==> config.mk <==
export PLATFORM = sky130hd
export DESIGN_NAME = memory_port_arbiter
export DESIGN_NICKNAME = d
export VERILOG_FILES = /design/src/rtl/mem_pkg.sv /design/src/rtl/store_lane_steer.sv /design/src/rtl/memory_port_arbiter.sv
export SDC_FILE = /design/constraint.sdc
export NUM_CORES = 1
export LEC_CHECK = 0
export ABC_AREA = 1
export BUFFER_PORTS_ARGS = -buffer_cell sky130_fd_sc_hd__buf_4
export CAP_MARGIN = 30
export CORE_MARGIN = 2
export CORE_UTILIZATION = 40
export DETAILED_ROUTE_END_ITERATION = 6
export GPL_TIMING_DRIVEN = 0
export HOLD_SLACK_MARGIN = 0.05
export PLACE_DENSITY = 0.68
export REMOVE_ABC_BUFFERS = 1
export SETUP_SLACK_MARGIN = 0.5
export SKIP_LAST_GASP = 1
export SLEW_MARGIN = 20
export SYNTH_ARGS = -nofsm -noshare
export SYNTH_HDL_FRONTEND = slang
export SYNTH_SLANG_ARGS = --single-unit
==> constraint.sdc <==
create_clock -name clk -period 2.2 [get_ports clk]
set_input_delay 0.33 -clock clk [delete_from_list [all_inputs] [get_ports clk]]
set_output_delay 0.33 -clock clk [all_outputs]
set_load 0.1 [all_outputs]
==> src/rtl/mem_pkg.sv <==
// mem_pkg: shared constants and types for the memory port arbiter.
// Holds the store-size encoding, the FSM state type with its state constants,
// the owner flag values and the NOP word returned for misaligned fetches.
package mem_pkg;
    localparam logic [1:0] MEM_NONE = 2'b00;
    localparam logic [1:0] MEM_BYTE = 2'b01;
    localparam logic [1:0] MEM_HALF = 2'b10;
    localparam logic [1:0] MEM_WORD = 2'b11;
    typedef logic [1:0] state_t;
    localparam state_t S_IDLE   = 2'd0;
    localparam state_t S_ACCESS = 2'd1;
    localparam state_t S_RESP   = 2'd2;
    localparam logic OWN_DATA = 1'b0;
    localparam logic OWN_INST = 1'b1;
    localparam logic [31:0] NOP = 32'h0000_0013;
endpackage

==> src/rtl/store_lane_steer.sv <==
// store_lane_steer: combinational byte-lane steering and alignment check for stores.
// Ports: size (store size code), addr_lo (byte offset), data (right-aligned store data)
//        -> byte_enable (active lanes), write_data (lane-replicated data),
//           misaligned (half on odd offset or word on non-zero offset).
module store_lane_steer
    import mem_pkg::*;
(
    input  logic [1:0]  size,
    input  logic [1:0]  addr_lo,
    input  logic [31:0] data,
    output logic [3:0]  byte_enable,
    output logic [31:0] write_data,
    output logic        misaligned
);
    assign byte_enable = size == MEM_BYTE ? 4'b0001 << addr_lo :
                         size == MEM_HALF ? (addr_lo[1] ? 4'b1100 : 4'b0011) :
                         size == MEM_WORD ? 4'b1111 : 4'b0000;
    assign write_data  = size == MEM_BYTE ? {4{data[7:0]}} :
                         size == MEM_HALF ? {2{data[15:0]}} : data;
    assign misaligned  = (size == MEM_HALF && addr_lo[0]) ||
                         (size == MEM_WORD && addr_lo != 2'b00);
endmodule

==> src/rtl/memory_port_arbiter.sv <==
// memory_port_arbiter: serializes the fetch and data ports onto one RAM bus, data first.
// Ports: fetch side (instruction_ready/address -> instruction, instruction_wait),
//        data side (memory_address/data_store/read/write -> memory_data_load, memory_wait),
//        bus_error pulse, and the RAM bus (ram_req/address/write_enable/byte_enable/
//        write_data out, ram_read_data/ram_ack in).
module memory_port_arbiter
    import mem_pkg::*;
#(
    parameter int ADDR_WIDTH     = 32,
    parameter int TIMEOUT_CYCLES = 16
) (
    input  logic                  clk,
    input  logic                  rst,
    input  logic                  instruction_ready,
    input  logic [ADDR_WIDTH-1:0] instruction_address,
    output logic [31:0]           instruction,
    output logic                  instruction_wait,
    input  logic [ADDR_WIDTH-1:0] memory_address,
    input  logic [31:0]           memory_data_store,
    input  logic                  memory_read,
    input  logic [1:0]            memory_write,
    output logic [31:0]           memory_data_load,
    output logic                  memory_wait,
    output logic                  bus_error,
    output logic                  ram_req,
    output logic [ADDR_WIDTH-1:0] ram_address,
    output logic                  ram_write_enable,
    output logic [3:0]            ram_byte_enable,
    output logic [31:0]           ram_write_data,
    input  logic [31:0]           ram_read_data,
    input  logic                  ram_ack
);
    localparam int CW = $clog2(TIMEOUT_CYCLES);
    state_t                state;
    logic                  owner;
    logic [ADDR_WIDTH-1:0] addr_q;
    logic [31:0]           wdata_q;
    logic [1:0]            size_q;
    logic [CW-1:0]         cnt;
    logic                  data_req, idle, wr, misaligned;
    logic [1:0]            steer_size, steer_lo;
    logic [31:0]           steer_data, steer_wd;
    logic [3:0]            steer_be;

    assign data_req = memory_read || memory_write != MEM_NONE;
    assign idle     = state == S_IDLE;
    // In IDLE the steer checks the incoming request for alignment; afterwards it
    // steers the latched store onto the bus.
    assign steer_size = idle ? memory_write : size_q;
    assign steer_lo   = idle ? memory_address[1:0] : addr_q[1:0];
    assign steer_data = idle ? memory_data_store : wdata_q;

    store_lane_steer u_steer (
        .size        (steer_size),
        .addr_lo     (steer_lo),
        .data        (steer_data),
        .byte_enable (steer_be),
        .write_data  (steer_wd),
        .misaligned  (misaligned)
    );

    assign ram_req          = state == S_ACCESS;
    assign ram_address      = {addr_q[ADDR_WIDTH-1:2], 2'b00};
    assign wr               = ram_req && owner == OWN_DATA && size_q != MEM_NONE;
    assign ram_write_enable = wr;
    assign ram_byte_enable  = wr ? steer_be : 4'b0000;
    assign ram_write_data   = steer_wd;
    assign instruction_wait = instruction_ready && !(state == S_RESP && owner == OWN_INST);
    assign memory_wait      = data_req && !(state == S_RESP && owner == OWN_DATA);

    always_ff @(posedge clk) begin
        if (rst) begin
            state            <= S_IDLE;
            owner            <= OWN_DATA;
            cnt              <= '0;
            addr_q           <= '0;
            wdata_q          <= '0;
            size_q           <= MEM_NONE;
            instruction      <= '0;
            memory_data_load <= '0;
            bus_error        <= 1'b0;
        end else begin
            bus_error <= 1'b0;
            case (state)
                S_IDLE: begin
                    cnt <= '0;
                    if (data_req) begin
                        owner   <= OWN_DATA;
                        addr_q  <= memory_address;
                        wdata_q <= memory_data_store;
                        size_q  <= memory_write;
                        state   <= misaligned ? S_RESP : S_ACCESS;
                        bus_error <= misaligned;
                    end else if (instruction_ready) begin
                        owner  <= OWN_INST;
                        addr_q <= instruction_address;
                        size_q <= MEM_NONE;
                        if (instruction_address[1:0] != 2'b00) begin
                            state       <= S_RESP;
                            bus_error   <= 1'b1;
                            instruction <= NOP;
                        end else begin
                            state <= S_ACCESS;
                        end
                    end
                end
                S_ACCESS: begin
                    if (ram_ack) begin
                        if (owner == OWN_INST) instruction <= ram_read_data;
                        else if (size_q == MEM_NONE) memory_data_load <= ram_read_data;
                        state <= S_RESP;
                        cnt   <= '0;
                    end else if (cnt == CW'(TIMEOUT_CYCLES - 1)) begin
                        if (owner == OWN_INST) instruction <= '0;
                        else memory_data_load <= '0;
                        state     <= S_RESP;
                        bus_error <= 1'b1;
                        cnt       <= '0;
                    end else begin
                        cnt <= cnt + 1'b1;
                    end
                end
                default: state <= S_IDLE;
            endcase
        end
    end
endmodule

==> flow_summary.yaml, run 1 <==
clocking:
  cts_htree_levels: 4
  cts_tree: "built"
  clock-sinks: 138
  root_buffer: "clkbuf_16"
  clk_pin_slew_ps: 70
  cts_inserted_buffers: 17
  cts_buffer_depth: 2
  insertion_delay_ps: 420
synth:
  avgSynthCellArea_sq_um: 7.02
  synthMuxAreaShare_pct: 0.588
  synthFlopType: "dfxtp_1"
  yosysWarnings: 0
  synth.area.top_cells: "dfxtp_1 (41%), nand2_1 (12%), nor2_1 (9.8%)"
  synth_edf_count: 0
  synthSimpleGateAreaFrac_pct: 28.6
  syn_area_sq_um: 6810
  synth.distinct_cells: 39
  synth_top_family_by_area: "simple AND/OR/NAND/NOR gates"
  synth-async-reset-ratio_pct: 0
  synth_top_area_cell: "dfxtp_1"
  synthAdderAreaFrac_pct: 0.184
  synth-compound-area-share_pct: 18.7
  seq_area_frac_synth_pct: 40.6
  ys_ff_latch: 138
  synth_xor_area_share_pct: 0.129
  syn_inst: 970
  netlist.area_leader.share_pct: 40.6
floorplanning:
  die-width_um: 134
  die_y_um: 134
  io-pin-count: 272
  start_util_pct: 41.1
  coreArea_sq_um: 16600
  rows: 47
  dieArea_sq_um: 18100
status:
  violations: "negative setup slack"
  outcome: "complete, but fails checks"
detailed_routing:
  avgRoutedWirePerCell_um: 17.7
  drc_errors: 0
  vias_per_cell: 5.15
  firstDrtPassIters: 5
  antenna_left: 0
  drt_iter0_drc: 570
  routed_wl_um: 26200
  vias: 7635
global_routing:
  grt_usage_pct: 25.7
  antenna_found_initial: 0
  grt_max_degree: 82
  gr-total-overflow: 0
  grt_pass1_vias: 6868
  grt_pass1_wl_um: 36700
min_path:
  hold_class: "in -> reg"
  hold_path_depth: 3
critical_path:
  max_stage_delay_ps: 380
  cp_top_family: "buffers and inverters"
  critPathLaunchType: "register"
  end_kind: "output port"
  path_buf_inv: 4
  crit_path_cell_trace: "nor2_4, buf_8, buf_16, buf_12, o21ai_1, o21ai_1, nand2_1, nand2_1, buf_12"
  crit_slowest_cell: "dfxtp_4"
  crit_arrival_ps: 2180
  reg2reg_depth: 17
  crit_path_max_fanout: 8
  cp.depth: 9
  criticalPathCategory: "reg -> out"
  cp.required_ps: 1870
placed_design:
  io_buffers: 269
  dp_hpwl_um: 13300
  gp_congestion: 0.800
  dpl-instance-area_sq_um: 8610
timing:
  setup_ws_ps: -305
  fin_skew_ps: 11.7
  drv_slew: 0
  fmax_mhz: 399
  finalCriticalPeriod_ps: 2510
  worst_pin_slew_ps: 616
  rsz0062_at_grt: "true"
  setup_violations: 63
  fin_crit_sh_pct: 114
  fin_setup_tns_ps: -8780
  maxSlewHeadroom_pct: 58.9
  hold_violations: 0
cells_and_area:
  seqCellArea_sq_um: 2770
  layout-drive-gt1-share_pct: 42.1
  final_net_count: 1386
  antennaDiodeCount: 0
  area_delta_synth_final_pct: 64.4
  final_area_sq_um: 11200
  n_fill_cell: 1348
  multi_input_area_sq_um: 3800
flow_run:
  max_cap_violations: 0
## metrics by stage
stage                     util, %  hold slack, ps  setup WS [ps]  std cells
after floorplan                 -             399          -2900        876
after global placement       51.3             434          -2090       1365
after detailed placement     51.9             442           -820       1370
after CTS                    63.0             128           -227       1455
after global routing         67.5             132           -380       1482
final                        67.5             143           -305       1482
## layer usage
layer  up-vias  part of all wire [%]  GRT usage [%]
met5         -                     0              0
met2       344                    49           42.3
met1      3544                    40           31.9
met3        76                   6.6           6.61
met4         0                   4.2           10.9
li1       3671                     -              -
## kinds of logic (layout without fill, tap and decap cells)
kind of cell	count (synthesis)	count (layout)
multiplexers	4	4
buffers and inverters	136	421
AND/OR/NAND/NOR	463	469
AO/OA/AOI/OAI	226	226
adder cells (fa/ha/maj)	1	1
flip-flops	138	138
other	1	2
XOR/XNOR	1	1
## worst reg2reg max path, delay by kind of cell (launching register included)
kind	cells	cell delay, ps
simple gates	6	500
flops	1	380
compound gates	1	270
buf+inv	10	1140
## cells in the mapped netlist, types with 10 or more instances
master    number
buf_4         34
a211oi_2      12
dfxtp_1      138
inv_1         31
nand2_1      220
nor2_2        32
buf_2         18
clkbuf_1      33
nor2_1       177
o21ai_1       10
o21ai_0      130
a21oi_1       55
## registers in the layout (all words and copies together) (netlist names)
register / flops
wdata_q: 32
size_q: 2
cnt: 4
bus_error: 1
memory_data_load: 32
instruction: 32
owner: 1
state: 2
addr_q: 32
## cell usage in the layout, fill, tap and decap left out, drive strengths merged
master      n
bufinv      5
a211oi     13
xor2        1
o31ai       1
o221a       3
bufbuf      1
nand4       2
mux2i       4
inv        42
o211ai      5
nand3       7
conb        2
o21ai     140
a31oi       8
o21a        1
ha          1
buf       338
dfxtp     138
clkinvlp    2
nor2      214
nand2     234
nor3        3
clkbuf     27
clkinv      6
a21oi      55
or2         9
## worst paths after layout
path | from | endpoint | slack, ps
setup reg to reg | state[0] | instruction[10] | -230
hold reg to reg | wdata_q[12] | wdata_q[12] | 450
hold / removal | memory_data_store[30] | wdata_q[30] | 140
setup / recovery | state[0] | ram_write_data[25] | -310
## layout make-up
cell class	instances	area share, %
sequential	138	24.7
timing repair inverter	2	0.201
clock inverter	12	1.77
tap	220	2.46
timing repair buffer	347	30.9
multi-input combinational	703	34.0
inverter	41	2.06
clock buffer	19	3.96
## timing repair
item	4_1_cts	5_1_grt
resized for setup	176	118
gates cloned	12	8
buffers inserted	42	19
setup endpoints to repair	174	108
hold buffers	0	0
pin swaps	22	29
Power of run 1 is left out: the tool's default activity adds up to more than one toggle a clock period on the data nets, which glitch-free logic cannot reach.
==> inputs of run 2 (changes only) <==
==> constraint.sdc (replaced) <==
create_clock -name clk -period 2.2 [get_ports clk]
set_input_delay 0.33 -clock clk [delete_from_list [all_inputs] [get_ports clk]]
set_output_delay 0.33 -clock clk [all_outputs]
set_load 0.05 [all_outputs]
==> run 2 against run 1 <==
  * The flow still finishes with violations (negative setup slack)
  * Register-to-register slack gained 370 ps
  * Worst hold slack improved by 4.8 ps
  * Sequential cell count unchanged
  * Critical endpoint is now ram_write_data[16]
  * Highest routed layer unchanged
==> flow_summary.yaml, run 2 (synthesis gave the netlist of run 1 again) <==
timing:
  setup_ws_ps: -175
  drv_slew: 0
  rsz0062_at_grt: "true"
  fin_crit_sh_pct: 108
  fin_setup_tns_ps: -2830
  fin_skew_ps: 7.60
  worst_pin_slew_ps: 606
  timing.hold.ws_ps: 148
  fmax_mhz: 421
  hold_violations: 0
  setup_violations: 28
  finalCriticalPeriod_ps: 2370
  maxSlewHeadroom_pct: 59.6
critical_path:
  end_kind: "output port"
  crit_arrival_ps: 2040
  reg2reg_depth: 14
  regToRegSetupSlack_ps: 140
  criticalPathCategory: "reg -> out"
  crit_path_max_fanout: 7
  cp.required_ps: 1870
  regToRegStartpoint: "state[1]"
  critPathLaunchType: "register"
  regToRegEndpoint: "instruction[1]"
global_routing:
  grt_max_degree: 82
  grt_pass1_wl_um: 35100
  grt_pass1_vias: 6666
  gr-total-overflow: 0
  grt_usage_pct: 24.5
  antenna_found_initial: 0
status:
  violations: "negative setup slack"
  outcome: "complete, but fails checks"
placed_design:
  gp_congestion: 0.800
  dp_hpwl_um: 13300
  pre_cts_ws_ps: -820
  io_buffers: 269
detailed_routing:
  routed_wl_um: 24300
  antenna_left: 0
  avgRoutedWirePerCell_um: 16.5
  wl_met3_um: 1610
  routed.top_layer: "met4"
  drt_iter0_drc: 424
  firstDrtPassIters: 5
  m1WireLength_um: 10200
  route.met2.wl_um: 11700
  vias_per_cell: 5.01
  vias: 7412
  drc_errors: 0
floorplanning:
  coreArea_sq_um: 16600
  start_util_pct: 41.1
  io-pin-count: 272
  die_y_um: 134
  dieArea_sq_um: 18100
  die-width_um: 134
  rows: 47
clocking:
  root_buffer: "clkbuf_16"
  cts_tree: "built"
  cts_buffer_depth: 2
  cts_htree_levels: 4
  insertion_delay_ps: 420
  cts_inserted_buffers: 17
  clk_pin_slew_ps: 60
  hold_buffers: 0
  clock-sinks: 138
min_path:
  holdPathEnd: "wdata_q[10]"
  hold_path_depth: 3
  hold_start: "memory_data_store[10]"
  hold_class: "in -> reg"
cells_and_area:
  final_common_cell: "buf_4"
  mostFrequentLayoutCells: "buf_4 (275), nand2_1 (204), nor2_1 (169)"
  antennaDiodeCount: 0
  layout-drive-gt1-share_pct: 41.4
  area_delta_synth_final_pct: 59.8
  final_net_count: 1382
power:
  power_mw: 21.6
  p_per_area_nw_per_um2: 1980
  ir_worst_vdd_uv: 1780
  p_leak_nw: 5.07
flow_run:
  max_cap_violations: 0
[run 2: per-layer routing]
metal,GRT usage (%),vias up
met3,6.64,59
met5,0,-
met2,40.6,265
met1,30.4,3429
met4,9.53,0
li1,-,3659
[run 2: layout make-up]
class / count / area, sq um
clock inverter: 12 / 198
clock buffer: 19 / 443
fill: 1400 / 5710
timing repair inverter: 4 / 76.3
tap: 220 / 275
multi-input combinational: 703 / 3830
inverter: 41 / 240
timing repair buffer: 341 / 3040
sequential: 138 / 2780
[run 2: how the worst max path moves through the flow]
stage | slack [ps] | end | start
2_1_floorplan | -1100 | ram_write_data[16] | state[1]
3_3_place_gp | -2090 | bus_error | memory_write[0]
3_5_place_dp | -820 | bus_error | memory_write[0]
4_1_cts | -160 | ram_write_data[31] | state[1]
5_1_grt | -250 | ram_byte_enable[0] | state[0]
6_report | -170 | ram_write_data[16] | state[1]
[run 2: what timing repair did]
item / in CTS / in global routing
endpoints found under the setup margin: 174 / 107
buffers inserted: 34 / 26
resized for setup: 101 / 134
pin swaps: 18 / 29
gates cloned: 9 / 8
[run 2: per-stage QoR]
step	util [%]	cell area [sq um]	cells
2_1_floorplan	-	6210	876
3_3_place_gp	51.3	8510	1365
3_5_place_dp	51.9	8610	1370
4_1_cts	60.4	10000	1444
5_1_grt	65.6	10900	1478
6_report	65.6	10900	1478
[run 2: worst max-delay path: stages, from the launching register on]
cell and delay, ps:
dfxtp_4 410, nor2_4 80, buf_6 140, buf_12 120, buf_16 140, buf_12 130
o21ai_4 160, nor2_1 70, a31oi_1 150, buf_4 230
[run 2: report_power, final]
part / internal [mW] / leakage, nW / switching, mW
logic: 5.10 / 3.62 / 9.48
clock network: 2.03 / 0.309 / 1.10
registers: 3.32 / 1.14 / 0.535
No activity file was read; power rests on OpenSTA's default activity.
==> inputs of run 3 (changes only) <==
--- a/config.mk
+++ b/config.mk
@@ -14,7 +14,6 @@
 export GPL_TIMING_DRIVEN = 0
 export HOLD_SLACK_MARGIN = 0.05
 export PLACE_DENSITY = 0.68
-export REMOVE_ABC_BUFFERS = 1
 export SETUP_SLACK_MARGIN = 0.5
 export SKIP_LAST_GASP = 1
 export SLEW_MARGIN = 20
==> run 3 against run 2 <==
  * The flow still finishes with violations (negative setup slack)
  * Non-clock buffer count up 104
  * Worst setup slack worse by 78 ps
  * Sequential share of layout area down 2.6 points
  * Register-to-register slack worse by 310 ps
  * Count of clock-buffer cells in the layout up 1
  * Sequential power about the same
  * First-iteration DRC count down 1.9%
  * Die area unchanged
  * Critical path depth unchanged
  * Via count up 7.1%
  * Combinational power up 16%
==> flow_summary.yaml, run 3 (synthesis gave the netlist of run 1 again) <==
global_routing:
  grt_usage_pct: 28.2
  grt_busiest_layer: "met2"
  grt_pass1_vias: 7656
  grtUsageMet2_pct: 48.1
  gr-total-overflow: 0
  grt_pass1_wl_um: 40100
  use_met1_pct: 34.8
  met3_usage_pct: 5.59
  grt_max_degree: 17
  antenna_found_initial: 0
detailed_routing:
  routed_wl_um: 27000
  drc_errors: 0
  avgRoutedWirePerCell_um: 17.2
  firstDrtPassIters: 5
  vias: 7936
  drt_iter0_drc: 416
  vias_per_cell: 5.05
  antenna_left: 0
timing:
  maxSlewHeadroom_pct: 52.2
  rsz0062_at_grt: "true"
  worst_pin_slew_ps: 718
  fmax_mhz: 408
  hold_violations: 0
  finalCriticalPeriod_ps: 2450
  fin_crit_sh_pct: 111
  fin_skew_ps: 7.40
  fin_setup_tns_ps: -9160
  setup_ws_ps: -253
  setup_violations: 62
  drv_slew: 0
critical_path:
  crit_path_cell_trace: "buf_6, nor2_4, nand2_2, nand2_4, nand3_4, buf_6, or2_4, o211ai_1, buf_4"
  crit_path_max_fanout: 4
  crit_slowest_cell: "dfxtp_2"
  critPathLaunchType: "register"
  cpMostUsedCell: "buf_6"
  cp.required_ps: 1870
  cp_top_family: "simple AND/OR/NAND/NOR gates"
  criticalPathCategory: "reg -> out"
  crit_arrival_ps: 2120
  end_kind: "output port"
  path_buf_inv: 3
  max_stage_delay_ps: 320
clocking:
  cts_inserted_buffers: 17
  cts_htree_levels: 4
  hold_buffers: 0
  cts_buffer_depth: 2
  root_buffer: "clkbuf_16"
  clk_pin_slew_ps: 60
  clock-sinks: 138
  cts_tree: "built"
  insertion_delay_ps: 420
floorplanning:
  coreArea_sq_um: 16600
  rows: 47
  io-pin-count: 272
  dieArea_sq_um: 18100
  start_util_pct: 41.1
  die-width_um: 134
  die_y_um: 134
cells_and_area:
  final_common_cell: "buf_4"
  mostFrequentLayoutCells: "buf_4 (290), nand2_1 (202), nor2_1 (164)"
  final_net_count: 1476
  area_delta_synth_final_pct: 76.9
  antennaDiodeCount: 0
  layout-drive-gt1-share_pct: 47.2
power:
  ir_worst_vdd_uv: 1500
  power_mw: 23.7
  p_per_area_nw_per_um2: 1970
  p_leak_nw: 5.60
status:
  outcome: "complete, but fails checks"
  violations: "negative setup slack"
placed_design:
  io_buffers: 267
  dp_hpwl_um: 17800
  gp_congestion: 0.842
min_path:
  hold_class: "in -> reg"
flow_run:
  max_cap_violations: 0
run 3: cell types whose count changed in the layout (fill, tap and decap cells not counted), sizes merged, moves of 2 or more:
cell | before | now
buf | 338 | 415
clkbuf | 22 | 50
nand2 | 234 | 229
bufinv | 5 | 3
clkinv | 9 | 7
run 3: path summary, 6_finish.rpt:
kind,start,to,slack (ps),depth (start not counted)
setup / recovery,state[1],ram_write_data[31],-250,9
hold / removal,memory_data_store[24],wdata_q[24],140,3
setup reg to reg,state[1],instruction[19],-170,19
hold reg to reg,cnt[3],cnt[3],460,2
run 3: worst register-to-register path, cell delays in order, from the launching register on:
cell and delay (ps):
dfxtp_2 320, buf_6 130, buf_4 130, buf_6 100
buf_6 110, nor2_4 100, buf_6 100, buf_4 90
buf_6 80, buf_6 80, buf_8 100, nand2_4 50
nor2_4 140, nor2_4 50, nand2_4 150, clkinv_8 100
buf_12 140, buf_16 140, nor2_4 100, nor2_2 50
run 3: through the flow:
stage	hold WS, ps	instance area [sq um]	setup slack [ps]	util, %	instances
after global placement	442	9400	-183	56.7	1458
final	145	12000	-253	72.6	1573
after CTS	132	11400	-198	68.6	1549
after global routing	155	12000	-323	72.6	1573
after floorplan	423	7120	53.3	-	971
after detailed placement	446	9400	-209	56.7	1458
run 3: routing by layer:
metal	share of wire [%]	routed length (um)
met5	0	0
met3	6.8	1830
met2	49	13200
met1	41	11000
met4	3.4	932
run 3: repair_timing:
| action | in CTS | in global routing |
|---|---|---|
| pin swaps | 37 | 33 |
| endpoints found under the setup margin | 143 | 148 |
| resized for setup | 222 | 136 |
| cloned | 12 | 2 |
| setup buffers | 47 | 22 |
run 3: final cells by class:
| type | instances | area (sq um) |
|---|---|---|
| timing repair buffer | 350 | 3280 |
| clock inverter | 12 | 164 |
| sequential | 138 | 2770 |
| multi-input combinational | 697 | 4130 |
| inverter | 41 | 194 |
| tap | 220 | 275 |
| clock buffer | 20 | 447 |
| fill | 1284 | 4540 |
| buffer | 95 | 800 |
run 3: power breakdown:
part	switching, mW	internal [mW]
sequential	0.564	3.31
clock	1.14	1.83
combinational	10.1	6.75
total	11.8	11.9
